`src/rtl/maxnet_iter_ctrl.sv`:
```
// Maxnet iteration controller: holds four activations, runs PLU rounds until at
// most one activation stays positive or the budget is spent, then names a winner.
module maxnet_iter_ctrl #(
   parameter int WIDTH    = 16,
   parameter int MAX_ITER = 255
) (
   input  logic             clk,
   input  logic             rst,
   input  logic             start,
   input  logic [WIDTH-1:0] in_a0,
   input  logic [WIDTH-1:0] in_a1,
   input  logic [WIDTH-1:0] in_a2,
   input  logic [WIDTH-1:0] in_a3,
   output logic             busy,
   output logic             done,
   output logic             found,
   output logic [1:0]       winner,
   output logic [7:0]       iter_cnt,
   output logic [WIDTH-1:0] act0,
   output logic [WIDTH-1:0] act1,
   output logic [WIDTH-1:0] act2,
   output logic [WIDTH-1:0] act3,
   output logic             plu_start,
   input  logic             plu_done,
   input  logic [WIDTH-1:0] plu_res0,
   input  logic [WIDTH-1:0] plu_res1,
   input  logic [WIDTH-1:0] plu_res2,
   input  logic [WIDTH-1:0] plu_res3
);

   typedef enum logic [2:0] {
      S_IDLE, S_LOAD, S_CHECK, S_FIRE, S_WAIT, S_CAPT, S_FIN
   } state_t;

   localparam logic [7:0] ITER_MAX = 8'(MAX_ITER);

   state_t                state_q, state_d;
   logic [3:0][WIDTH-1:0] act_q, act_d;
   logic [7:0]            iter_q, iter_d;
   logic                  found_q, found_d;
   logic [1:0]            win_q, win_d;

   logic [3:0][WIDTH-1:0] in_v, res_v;
   logic [3:0]            pos;
   logic [2:0]            npos;
   logic [1:0]            best;

   assign in_v  = {in_a3, in_a2, in_a1, in_a0};
   assign res_v = {plu_res3, plu_res2, plu_res1, plu_res0};

   function automatic logic [WIDTH-1:0] relu(input logic [WIDTH-1:0] x);
      return x[WIDTH-1] ? '0 : x;
   endfunction

   // Acts are never negative, so the lowest-index maximum also names the sole
   // survivor when one is left and falls back to index 0 when none is.
   always_comb begin
      pos  = '0;
      npos = '0;
      best = '0;
      for (int i = 0; i < 4; i++) begin
         pos[i] = ~act_q[i][WIDTH-1] & (|act_q[i]);
         npos   = npos + {2'b00, pos[i]};
      end
      for (int i = 1; i < 4; i++)
         if ($signed(act_q[i]) > $signed(act_q[best])) best = 2'(i);
   end

   always_comb begin
      state_d = state_q;
      act_d   = act_q;
      iter_d  = iter_q;
      found_d = found_q;
      win_d   = win_q;
      case (state_q)
         S_IDLE: if (start) begin
            state_d = S_LOAD;
            iter_d  = '0;
         end
         S_LOAD: begin
            for (int i = 0; i < 4; i++) act_d[i] = relu(in_v[i]);
            state_d = S_CHECK;
         end
         S_CHECK: begin
            if (npos <= 3'd1 || iter_q == ITER_MAX) begin
               state_d = S_FIN;
               found_d = (npos == 3'd1);
               win_d   = best;
            end else begin
               state_d = S_FIRE;
            end
         end
         S_FIRE: begin
            iter_d  = iter_q + 8'd1;
            state_d = S_WAIT;
         end
         S_WAIT: if (plu_done) state_d = S_CAPT;
         S_CAPT: begin
            for (int i = 0; i < 4; i++) act_d[i] = relu(res_v[i]);
            state_d = S_CHECK;
         end
         S_FIN:   state_d = S_IDLE;
         default: state_d = S_IDLE;
      endcase
   end

   always_ff @(posedge clk) begin
      if (rst) begin
         state_q <= S_IDLE;
         act_q   <= '0;
         iter_q  <= '0;
         found_q <= 1'b0;
         win_q   <= '0;
      end else begin
         state_q <= state_d;
         act_q   <= act_d;
         iter_q  <= iter_d;
         found_q <= found_d;
         win_q   <= win_d;
      end
   end

   assign busy      = (state_q != S_IDLE);
   assign done      = (state_q == S_FIN);
   assign plu_start = (state_q == S_FIRE);
   assign found     = found_q;
   assign winner    = win_q;
   assign iter_cnt  = iter_q;
   assign act0      = act_q[0];
   assign act1      = act_q[1];
   assign act2      = act_q[2];
   assign act3      = act_q[3];

endmodule
```
`config.mk`:
```
export PLATFORM = sky130hd
export DESIGN_NAME = maxnet_iter_ctrl
export DESIGN_NICKNAME = d
export VERILOG_FILES = /design/src/rtl/maxnet_iter_ctrl.sv
export SDC_FILE = /design/constraint.sdc
export NUM_CORES = 1
export LEC_CHECK = 0
export ABC_CLOCK_PERIOD_IN_PS = 5000
export CELL_PAD_IN_SITES_DETAIL_PLACEMENT = 0
export CELL_PAD_IN_SITES_GLOBAL_PLACEMENT = 1
export CORE_AREA = 3 3 117 163
export CTS_BUF_LIST = sky130_fd_sc_hd__clkbuf_4 sky130_fd_sc_hd__clkbuf_8 sky130_fd_sc_hd__clkbuf_16
export DETAILED_ROUTE_END_ITERATION = 6
export DIE_AREA = 0 0 120 166
export GPL_TIMING_DRIVEN = 1
export PLACE_DENSITY_LB_ADDON = 0.1
export SLEW_MARGIN = 5
export SYNTH_ARGS = -nofsm -noshare
export SYNTH_HDL_FRONTEND = slang
export SYNTH_SLANG_ARGS = --single-unit
```
`constraint.sdc`:
```
create_clock -name clk -period 5 [get_ports clk]
set_input_delay 1.5 -clock clk [delete_from_list [all_inputs] [get_ports clk]]
set_output_delay 1.5 -clock clk [all_outputs]
set_load 0.1 [all_outputs]
```
==> reports/results.ini <==
[run_status]
result_of_the_run = finished with violations
failed_checks = negative setup slack

[global_route]
grt_pass1_vias = 5887
grt_overflow = 0
antenna_found_initial = 0
grt_start_max_net_pins = 45
globalRouteTotalUtil_pct = 21.02
grt_first_pass_wirelength_um = 32530

[place]
post-dp-hpwl_um = 17010
routabilityCongestion = 0.9105
port-buffer-count = 205
dpl_cell_area_um2 = 7665
pre_cts_slack_ns = -0.3468

[clocking]
ctsLongestPathBuffers = 2
cts.reportedPaths.clkPinSlew_ns = 0.06
clock_tree.htree_level_count = 3
total_clock_buffers_created_by_cts = 9
cts_hold_buffers = 0
tritoncts_num_sinks = 74
cts_tree = yes
cts.root.buffer_cell = sky130_fd_sc_hd__clkbuf_16
worst_skew_pair.late_latency_ns = 0.34

[cells_and_area]
fill_cells = 1701
finalInstanceArea_um2 = 8343
syn_to_final_growth_pct = 75.80
drive_above_1_share_pct = 23.47
diodes = 0
layout.core_utilization_pct = 47.36
fin_nets = 1008

[synth]
netlist.top_cell.by_area = sky130_fd_sc_hd__dfxtp_1
synth_async_sr_flop_share_pct = 0
yosys.area.top_type_share_pct = 31.22
ys_seq_elements = 74
netlist_instances = 560
synthMuxAreaShare_pct = 4.350
yosys.cell_count.top_type = sky130_fd_sc_hd__dfxtp_1
synthesis.area_per_instance_um2 = 8.475
synthSimpleGateAreaFrac_pct = 20.99
synth-xor-area-share_pct = 0
synth_common_cells = sky130_fd_sc_hd__dfxtp_1 (74), sky130_fd_sc_hd__nor2_1 (71), sky130_fd_sc_hd__nor3_1 (67)
synth-edff-count = 0
netlist_area_um2 = 4746
synth_top_flop_cell = sky130_fd_sc_hd__dfxtp_1
synthAdderAreaFrac_pct = 13.34
post_synth_main_area_contributors = sky130_fd_sc_hd__dfxtp_1 (31%), sky130_fd_sc_hd__ha_1 (13%), sky130_fd_sc_hd__a221oi_1 (11%)
synth_top_family_by_area = compound AO/OA/AOI/OAI gates
seq_area_frac_synth_pct = 31.22
yosys.cell_types.count = 47
ys_warnings = 0
synth-compound-area-share_pct = 23.57

[pwr]
irDropWorstVdd_mv = 0.2215
power.static_leakage_uw = 0.003213
power_density_nw_per_um2 = 450.3

[die]
die_height_um = 166
row_count = 57
coreArea_um2 = 17620
dieWidth_um = 120
area_of_the_die_um2 = 19920
initial_utilization_pct = 26.94
design.portCount = 210

[worst_hold_path]
hp-class = reg -> reg

[sta]
finalSetupViolCount = 2
min_period_over_period_pct = 104.2
grt_setup_unrepaired = true
holdWs_ns = 0.4659
report.final.hold_viol_count = 0
slew_headroom_pct = 24.89
layout_min_cycle_time_ns = 5.210
final.setup_skew_ns = 0.007067
setup_total_negative_slack_ns = -0.3927
clock.fmax_mhz = 192.0
drv_slew = 0
worst-slew-pin-transition_ns = 1.123
layout_setup_ws_ns = -0.2096

[critical_path]
worstSetupEndpoint = winner[1]$_SDFFE_PP0P_
critical_path.reg2reg.endpoint = winner[1]$_SDFFE_PP0P_
crit_fanout = 10
worst-endpoint-required_ns = 5.20
critical_path.startpoint_type = register
worst_path_arrival_time_ns = 5.41
timing.reg2reg.worst_path_depth = 21
regToRegStartpoint = act0[14]$_SDFFE_PP0N_
crit_path_end_kind = register
timing.critical_path.from = act0[14]$_SDFFE_PP0N_
critPathKind = reg -> reg
setup.reg_to_reg.worst_slack_ns = -0.21

[job]
max_cap_violations = 0

[route]
drt_iter0_markers = 232
detailedRoute.firstPassIterationCount = 4
vias_per_cell = 5.227
detail_route.wl_per_cell_um = 19.87
antenna_violating_nets_post_route = 0
dr_total_vias = 5577
residual_drc = 0
routed_wl_um = 21200

what timing repair did:
action,CTS,global route
setup endpoints to repair,2,2
cloned,3,0
pin swaps,8,7
gates resized for setup,23,20
setup buffers,5,2
layer usage:
| layer | track usage (%) | vias to the layer above | wire [µm] | share of wire [%] |
|---|---|---|---|---|
| met5 | 0 | - | 0 | 0 |
| met4 | 10.27 | 0 | 936 | 4.4 |
| met3 | 3.748 | 47 | 989 | 4.7 |
| met2 | 40.01 | 179 | 11650 | 55 |
| met1 | 21.65 | 2677 | 7625 | 36 |
| li1 | - | 2674 | - | - |
sequential cells by signal, indices dropped and copies added (netlist names):
signal / cells
act0: 15
act1: 15
act2: 15
act3: 15
iter_cnt: 8
state_q: 3
winner: 2
found: 1
worst max-delay path, cell delays in order, from the launching register on:
cell and delay, ns:
sky130_fd_sc_hd__dfxtp_4 0.35, sky130_fd_sc_hd__inv_4 0.04, sky130_fd_sc_hd__ha_4 0.27, sky130_fd_sc_hd__nand3_4 0.08, sky130_fd_sc_hd__or2_4 0.26, sky130_fd_sc_hd__a211o_1 0.31
sky130_fd_sc_hd__a31oi_4 0.19, sky130_fd_sc_hd__buf_12 0.17, sky130_fd_sc_hd__mux2i_4 0.27, sky130_fd_sc_hd__ha_4 0.24, sky130_fd_sc_hd__a21oi_2 0.12, sky130_fd_sc_hd__nor2_1 0.07
sky130_fd_sc_hd__or4_4 0.58, sky130_fd_sc_hd__nor3_4 0.21, sky130_fd_sc_hd__or2_4 0.23, sky130_fd_sc_hd__a21o_1 0.18, sky130_fd_sc_hd__ha_4 0.21, sky130_fd_sc_hd__a21o_1 0.21
sky130_fd_sc_hd__a2111oi_4 0.35, sky130_fd_sc_hd__or4bb_1 0.44, sky130_fd_sc_hd__a21oi_2 0.18, sky130_fd_sc_hd__a221oi_1 0.10
worst min path at each step:
stage,end,startpoint,cells after the start
4_1_cts,found$_SDFFE_PP0P_,found$_SDFFE_PP0P_,2
6_report,found$_SDFFE_PP0P_,found$_SDFFE_PP0P_,2
5_1_grt,found$_SDFFE_PP0P_,found$_SDFFE_PP0P_,2
3_3_place_gp,found$_SDFFE_PP0P_,found$_SDFFE_PP0P_,2
2_1_floorplan,state_q[1]$_SDFFE_PP0P_,state_q[2]$_SDFFE_PP0P_,3
3_5_place_dp,found$_SDFFE_PP0P_,found$_SDFFE_PP0P_,2
report_power, final:
group | switching, µW | leakage, µW | internal [µW] | total, µW
Combinational | 1310 | 0.00243 | 1050 | 2360
Clock | 251 | 0.000155 | 414 | 665
Sequential | 80.1 | 0.000624 | 652 | 732
area by class of cell:
type	count	area, µm²	area share, %
flip-flops and latches	74	1569	18.81
multi-input cells	422	3297	39.52
well taps	236	295.3	3.539
repair buffers	294	2764	33.13
inverters	25	103.9	1.245
clock inverters	3	17.52	0.2100
clock buffers	13	296.5	3.554
cells by family (layout without fill, tap and decap cells):
logic type,Yosys count,after routing
simple gates,204,204
buf+inv,67,335
compound gates,144,144
flops,74,74
other cells,1,4
fa+ha+maj,50,50
mux,20,20
layout by cell type (no fill, tap or decap), types with 4 or more instances in the layout:
| cell | count |
|---|---|
| sky130_fd_sc_hd__clkdlybuf4s50_1 | 203 |
| sky130_fd_sc_hd__buf_4 | 83 |
| sky130_fd_sc_hd__nor2_1 | 71 |
| sky130_fd_sc_hd__nor3_1 | 64 |
| sky130_fd_sc_hd__a221oi_1 | 61 |
| sky130_fd_sc_hd__dfxtp_1 | 44 |
| sky130_fd_sc_hd__ha_1 | 35 |
| sky130_fd_sc_hd__dfxtp_4 | 20 |
| sky130_fd_sc_hd__a211oi_1 | 18 |
| sky130_fd_sc_hd__a21oi_1 | 18 |
| sky130_fd_sc_hd__a21o_1 | 18 |
| sky130_fd_sc_hd__inv_1 | 17 |
| sky130_fd_sc_hd__nand2_1 | 16 |
| sky130_fd_sc_hd__ha_4 | 13 |
| sky130_fd_sc_hd__nor4_1 | 12 |
| sky130_fd_sc_hd__clkbuf_16 | 11 |
| sky130_fd_sc_hd__dfxtp_2 | 10 |
| sky130_fd_sc_hd__mux2i_1 | 9 |
| sky130_fd_sc_hd__nand4_1 | 7 |
| sky130_fd_sc_hd__mux2i_4 | 5 |
| sky130_fd_sc_hd__mux2_2 | 5 |
| sky130_fd_sc_hd__nand3_1 | 5 |
| sky130_fd_sc_hd__o21ai_0 | 5 |
| sky130_fd_sc_hd__buf_6 | 5 |
| sky130_fd_sc_hd__inv_2 | 4 |
| sky130_fd_sc_hd__inv_4 | 4 |
| sky130_fd_sc_hd__a21oi_2 | 4 |
| sky130_fd_sc_hd__nor2b_1 | 4 |
| sky130_fd_sc_hd__conb_1 | 4 |
per-stage QoR:
stage | power (µW) | instances
3_5_place_dp | 2825 | 1041
5_1_grt | 3974 | 1067
2_1_floorplan | 2119 | 563
6_report | 3757 | 1067
3_3_place_gp | 2787 | 1041
4_1_cts | 3668 | 1065
(Power assumes the default switching activity.)
